==> src/rtl/regfile_mp_sb_if.sv <==
// Bus bundle for regfile_mp_sb: read ports, write ports, scoreboard claim/flush and busy count.
// Parameters must match the regfile instance it is attached to.
interface regfile_mp_sb_if #(
  parameter int DW   = 32,
  parameter int NREG = 32,
  parameter int NRD  = 2,
  parameter int NWR  = 1
);
  localparam int AW = $clog2(NREG);
  localparam int CW = $clog2(NREG + 1);

  logic [NRD*AW-1:0] rsel;
  logic [NRD*DW-1:0] rdat;
  logic [NRD-1:0]    rbusy;
  logic [NWR-1:0]    WEN;
  logic [NWR*AW-1:0] wsel;
  logic [NWR*DW-1:0] wdat;
  logic              claim_en;
  logic [AW-1:0]     claim_sel;
  logic              flush;
  logic [CW-1:0]     busy_cnt;

  modport master (
    output rsel, WEN, wsel, wdat, claim_en, claim_sel, flush,
    input  rdat, rbusy, busy_cnt
  );

  modport slave (
    input  rsel, WEN, wsel, wdat, claim_en, claim_sel, flush,
    output rdat, rbusy, busy_cnt
  );
endinterface

==> src/rtl/regfile_mp_sb.sv <==
// Multi-port register file with per-register busy scoreboard; register 0 is hardwired to zero.
// Define REGFILE_BYPASS_EN to forward same-cycle write data onto the read ports.
module regfile_mp_sb #(
  parameter int DW   = 32,
  parameter int NREG = 32,
  parameter int NRD  = 2,
  parameter int NWR  = 1
) (
  input  logic           CLK,
  input  logic           RST,
  regfile_mp_sb_if.slave bus
);
  localparam int AW = $clog2(NREG);
  localparam int CW = $clog2(NREG + 1);

  logic [DW-1:0]     r_regs [NREG];
  logic [NREG-1:0]   r_busy;
  logic [CW-1:0]     r_busyCnt;
  logic [NREG-1:0]   w_busyNext;
  logic [CW-1:0]     w_cntNext;
  logic [NRD*DW-1:0] w_rdat;
  logic [NRD-1:0]    w_rbusy;

  // Later ports are assigned last, so the highest-indexed port wins a same-register conflict.
  always_ff @(posedge CLK or posedge RST) begin
    if (RST) begin
      for (int r = 0; r < NREG; r++) r_regs[r] <= '0;
    end else begin
      for (int j = 0; j < NWR; j++) begin
        if (bus.WEN[j] && (bus.wsel[j*AW +: AW] != '0))
          r_regs[bus.wsel[j*AW +: AW]] <= bus.wdat[j*DW +: DW];
      end
    end
  end

  // Priority lowest to highest: retiring write, younger claim, flush.
  always_comb begin
    w_busyNext = r_busy;
    for (int j = 0; j < NWR; j++) begin
      if (bus.WEN[j]) w_busyNext[bus.wsel[j*AW +: AW]] = 1'b0;
    end
    if (bus.claim_en && (bus.claim_sel != '0)) w_busyNext[bus.claim_sel] = 1'b1;
    if (bus.flush) w_busyNext = '0;
    w_busyNext[0] = 1'b0;
  end

  always_comb begin
    w_cntNext = '0;
    for (int r = 0; r < NREG; r++) w_cntNext = w_cntNext + {{(CW-1){1'b0}}, w_busyNext[r]};
  end

  always_ff @(posedge CLK or posedge RST) begin
    if (RST) begin
      r_busy    <= '0;
      r_busyCnt <= '0;
    end else begin
      r_busy    <= w_busyNext;
      r_busyCnt <= w_cntNext;
    end
  end

  always_comb begin
    w_rdat  = '0;
    w_rbusy = '0;
    for (int i = 0; i < NRD; i++) begin
      w_rdat[i*DW +: DW] = r_regs[bus.rsel[i*AW +: AW]];
      w_rbusy[i]         = r_busy[bus.rsel[i*AW +: AW]];
`ifdef REGFILE_BYPASS_EN
      for (int j = 0; j < NWR; j++) begin
        if (bus.WEN[j] && (bus.wsel[j*AW +: AW] == bus.rsel[i*AW +: AW]) &&
            (bus.rsel[i*AW +: AW] != '0)) begin
          w_rdat[i*DW +: DW] = bus.wdat[j*DW +: DW];
          w_rbusy[i]         = 1'b0;
        end
      end
      if (RST) begin
        w_rdat[i*DW +: DW] = '0;
        w_rbusy[i]         = 1'b0;
      end
`endif
    end
  end

  assign bus.rdat     = w_rdat;
  assign bus.rbusy    = w_rbusy;
  assign bus.busy_cnt = r_busyCnt;
endmodule

==> src/flat_wrapper.sv <==
// flat-port wrapper written by rule: the top's interface ports become plain ports
module regfile_mp_sb_flat 
#(
  parameter int DW   = 32,
  parameter int NREG = 32,
  parameter int NRD  = 2,
  parameter int NWR  = 1
)
  (CLK, RST, bus_rsel, bus_WEN, bus_wsel, bus_wdat, bus_claim_en, bus_claim_sel, bus_flush, bus_rdat, bus_rbusy, bus_busy_cnt);
  regfile_mp_sb_if #(.DW(DW), .NREG(NREG), .NRD(NRD), .NWR(NWR)) bus_i ();
  input  logic CLK;
  input  logic RST;
  input wire logic [$bits(bus_i.rsel)-1:0] bus_rsel;
  input wire logic [$bits(bus_i.WEN)-1:0] bus_WEN;
  input wire logic [$bits(bus_i.wsel)-1:0] bus_wsel;
  input wire logic [$bits(bus_i.wdat)-1:0] bus_wdat;
  input wire logic [$bits(bus_i.claim_en)-1:0] bus_claim_en;
  input wire logic [$bits(bus_i.claim_sel)-1:0] bus_claim_sel;
  input wire logic [$bits(bus_i.flush)-1:0] bus_flush;
  output wire logic [$bits(bus_i.rdat)-1:0] bus_rdat;
  output wire logic [$bits(bus_i.rbusy)-1:0] bus_rbusy;
  output wire logic [$bits(bus_i.busy_cnt)-1:0] bus_busy_cnt;
  assign bus_i.rsel = bus_rsel;
  assign bus_i.WEN = bus_WEN;
  assign bus_i.wsel = bus_wsel;
  assign bus_i.wdat = bus_wdat;
  assign bus_i.claim_en = bus_claim_en;
  assign bus_i.claim_sel = bus_claim_sel;
  assign bus_i.flush = bus_flush;
  assign bus_rdat = bus_i.rdat;
  assign bus_rbusy = bus_i.rbusy;
  assign bus_busy_cnt = bus_i.busy_cnt;
  regfile_mp_sb #(.DW(DW), .NREG(NREG), .NRD(NRD), .NWR(NWR)) u_core (.CLK(CLK), .RST(RST), .bus(bus_i));
endmodule
==> config.mk <==
export PLATFORM = sky130hd
export DESIGN_NAME = regfile_mp_sb_flat
export DESIGN_NICKNAME = d
export VERILOG_FILES = /design/src/rtl/regfile_mp_sb_if.sv /design/src/rtl/regfile_mp_sb.sv /design/src/flat_wrapper.sv
export SDC_FILE = /design/constraint.sdc
export NUM_CORES = 2
export LEC_CHECK = 0
export ABC_AREA = 0
export CAP_MARGIN = 15
export CORE_MARGIN = 4
export CORE_UTILIZATION = 60
export DETAILED_ROUTE_END_ITERATION = 16
export GPL_TIMING_DRIVEN = 1
export PLACE_DENSITY_LB_ADDON = 0.15
export SYNTH_ARGS = -nofsm -noshare
export SYNTH_HDL_FRONTEND = slang
export SYNTH_SLANG_ARGS = --single-unit
==> constraint.sdc <==
create_clock -name CLK -period 104.4 [get_ports CLK]
set_input_delay 10.44 -clock CLK [delete_from_list [all_inputs] [get_ports CLK]]
set_output_delay 10.44 -clock CLK [all_outputs]
set_load 0.1 [all_outputs]
# Yosys cells after proc, flatten, opt, wreduce, memory -nomap -nowiden
# Cells that the tools add are included.
op_classes:
  n_reduce_logical: 7
  add_sub_neg: 30
  bitwise_logic: 6
  n_lt_le_gt_ge: 10
  mux: 20
ops:
  columns: ["operator", "count"]
  rows:
  - ["$bwmux 1024", 1]
  - ["$bmux 32 s5", 2]
  - ["$mux 32", 8]
  - ["$add 6x1->6", 29]
  - ["$demux 32 s5", 1]
  - ["$and 32x32->32", 1]
  - ["$not 32->32", 1]
  - ["$or 32x32->32", 1]
  - ["$lt 5x6->1 const B", 4]
  - ["$ge 6x6->1 const B", 3]
  - ["$not 5->6", 3]
  - ["$bmux 1 s5", 2]
  - ["$demux 1 s5", 2]
  - ["$ge 5x1->1 const B", 2]
  - ["$reduce_bool 5->1", 2]
  - ["$lt 6x1->1 const B", 1]
  - ["$logic_and 1x1->1", 5]
  - ["$mux 1", 4]
  - ["$add 1x1->2", 1]
totals:
  in_bits: 57
  wordCells: 107
  output_inout_bits: 72
  reg_bits: 1061

# Logic depth before layout (Yosys ltp)
logic_depth:
  depth_word: 40
  ltp_mapped: 22

# Worst setup path before layout
# Ideal clock, no wire load.
synth_timing:
  path_kind: "input to output"
  start: "input port bus_rsel[1]"
  end: "output port bus_rdat[13]"
  cell_stages: 6
  path_slack_ps: 79706
  t_arrival_ps: 14254
  path_cell_list: "buf_4 -> buf_6 -> buf_4 -> mux4_2 -> o22ai_1 -> nor4_1"
synth_between:
  elab_chain_len: 4
synth_rtl:
  columns: ["element", "line_no", "text"]
  rows:
  - ["start, declared", "flat_wrapper.sv:13", "input wire logic [$bits(bus_i.rsel)-1:0] bus_rsel;"]
  - ["$not 5->6 (not written as such)", "regfile_mp_sb.sv:66", "w_rdat[i*DW +: DW] = r_regs[bus.rsel[i*AW +: AW]];"]
  - ["$bmux 32 s5", "regfile_mp_sb.sv:66", null]
  - ["$mux 32 (not written as such) (2 in a row)", "regfile_mp_sb.sv:66", null]
  - ["end, declared", "flat_wrapper.sv:20", "output wire logic [$bits(bus_i.rdat)-1:0] bus_rdat;"]
# Every way passes these cells. The select of a mux whose other input is x is not followed.

# Worst setup path after layout
layout_timing:
  start: "input port bus_rsel[6]"
  end: "output port bus_rdat[59]"
# The elaborated chain is that of the path after synthesis.

==> results.ini <==
[synth]
synth_ff_type=dfrtp_1
syn_inst=3609
seq_area_frac_synth=0.476
synth-async-reset-ratio=1.00
syn-num-nets=3698
yosys.cell_types.count=41
synth_seq_cells=1061
netlist_area_um2=55700
ys_warn_count=0
postSynthAreaPerCell_um2=15.4
synth_edf_count=0

[sta]
slew_viol_final=0
setup_viol=0
fmax_mhz=38.1
rsz0062_at_grt=false
fin_worst_skew_ns=0.0184
hold_violations=0
worstMarginPinSlew_ns=1.13
slew_headroom=0.244
fin_setup_tns_ns=0
fin_crit_ns=26.27
post-route-period-util=0.252

[layout]
mostFrequentLayoutCell=dfrtp_1
layout_common_cells=dfrtp_1, mux2_2, mux4_2, o22ai_1, clkdlybuf4s50_1
area_delta_synth_final_pct=9.66
final_layout_size_suffix_gt1_frac=0.505
fillers=6308
nets=3613
multi_input_area_um2=27100
seq_area_um2=26600

[hold_path]
holdPathStages=0
hold_path_class=reg -> reg

[placed_design]
dp_hpwl_um=87200
place_congestion=0.876
port_buffers=128

[floorplanning]
core-area_um2=91900
start_util=0.606
rows=111
die_area_um2=97800
die_y_um=313
chipWidth_um=313
ioPinCount=129

[clock_network]
cts.repair.resized=0
post_cts_buffers=0
clk_pin_slew_worst_paths_ns=0.06
cts_made_buffers=114
cts_hold_buf=0
clockBufferDepth=3
htreeDepth=3
insertion_delay_ns=0.69
root_buffer=clkbuf_16
clkSinkCount=1061
cts_tree=yes

[drt]
post_drt_wl_per_cell_um=34.1
totalWireLength_um=166000
via_per_inst=7.35
ant_nets=0
drc_errors=0
vias=35700
drt_pass1_iterations=7
drtIter0Drc=3833

[global_route]
grt_start_max_net_pins=141
grt-ovfl-total=0
grt_pass1_vias=38300
antenna_found_initial=9
grt_usage=0.343
grt_pass1_wl_um=249000

[critical_path]
cp_max_fo=54
critical_path.top_delay_family=buffers and inverters
crit_cells=8
worstPathArrival_ns=15.83
path_class=in -> out
path_common_cell=buf_4
end_kind=output pin
slowest_delay_ns=1.26
cp.required_ns=93.96
cp-start-kind=input port
rr_worst_depth=16
path_buf_inv=5
crit_chain=buf_8 > buf_4 > buf_4 > buf_4 > mux4_2 > o22ai_1 > nor4_1 > clkdlybuf4s50_1
slowest_stage=clkdlybuf4s50_1

[outcome]
status=complete, no violations

[power]
ir_drop_v=0.0000131
powerDensity_nw_per_um2=19.9
finalPower_uw=1220
p_leak_uw=0.0261

[flow_run]
cap_viol_max_count=0

[synth_stat cells, drive strengths merged (9+ instances only)]
cell type  instances  area (um2)
a21o              22         165
a21oi             23         115
buf              203        1360
clkbuf           203         762
dfrtp           1061       26600
fa                23         460
ha                 9         113
inv               34         128
mux2            1000       11300
mux2i             10         100
mux4             518       11700
nand2             56         240
nand3             10        50.1
nand3b            11        82.6
nor2              28         135
nor2b              9        56.3
nor4              64         400
o21ai             16        80.1
o22ai            256        1600
[per-stage QoR]
step	area [um2]	worst slack, ns	std cells	hold WS (ns)	util
6_report	61100	78.13	4864	0.394	0.665
5_1_grt	61100	77.63	4863	0.404	0.665
4_1_cts	61100	78.01	4860	0.396	0.664
3_5_place_dp	57200	78.02	4650	0.383	0.622
3_3_place_gp	57200	78.08	4650	0.377	0.622
2_1_floorplan	55700	64.09	3609	0.441	-
[cells by family after synthesis]
kind of cell               after synthesis  share of synthesized area
xor gates and xnor gates                 3                   0.000471
AOI/OAI and AO/OA                      335                     0.0378
muxes                                 1528                      0.413
buffers and inverters                  440                     0.0404
and+or+nand+nor                        210                     0.0215
adders and majority gates               32                     0.0103
DFF                                   1061                      0.476
[registers in the layout, indices dropped and copies added, names as in the netlist]
name and cells:
u_core.r_regs 1024, u_core.r_busy 31, u_core.bus.busy_cnt 6
[metal layers]
metal	track usage	part of all wire	vias to the layer above
met3	0.0874	0.10	519
met4	0.162	0.055	8
met1	0.466	0.38	19300
met2	0.527	0.46	1989
met5	0	0.00034	-
li1	-	-	13900
[final cells by class]
cell class                 count  area share
multi-input combinational   2108       0.443
antenna                        3    0.000123
tap                         1243      0.0254
clock buffer                 169      0.0558
timing repair buffer         205      0.0315
sequential                  1061       0.434
clock inverter                41     0.00766
inverter                      34     0.00221
[report_power, final]
| group | switching, uW | total (uW) | internal, uW |
|---|---|---|---|
| combinational | 116 | 256 | 140 |
| sequential | 56.8 | 544 | 487 |
| clock | 169 | 418 | 249 |
| total | 342 | 1220 | 876 |
[worst paths after layout]
path,end,from,slack [ns]
setup / recovery,bus_rdat[59],bus_rsel[6],78.13
hold / removal,u_core.r_regs[996],u_core.r_regs[996],0.39
setup reg to reg,u_core.bus.busy_cnt[4],u_core.r_busy[2],99.17
hold reg to reg,u_core.r_regs[996],u_core.r_regs[996],0.39
max in group asynchronous,u_core.bus.busy_cnt[4],RST,90.76
min in group asynchronous,u_core.r_regs[1006],RST,10.36
[worst register-to-register path, delay by kind of cell, from the launching register on]
kind | cells | cell delay, ns
adder cells (fa/ha/maj) | 9 | 3.78
AO/OA/AOI/OAI | 3 | 0.58
buffers and inverters | 2 | 0.10
AND/OR/NAND/NOR | 1 | 0.09
XOR/XNOR | 1 | 0.14
flip-flops | 1 | 0.46
No activity file was read; power rests on OpenSTA's default activity.
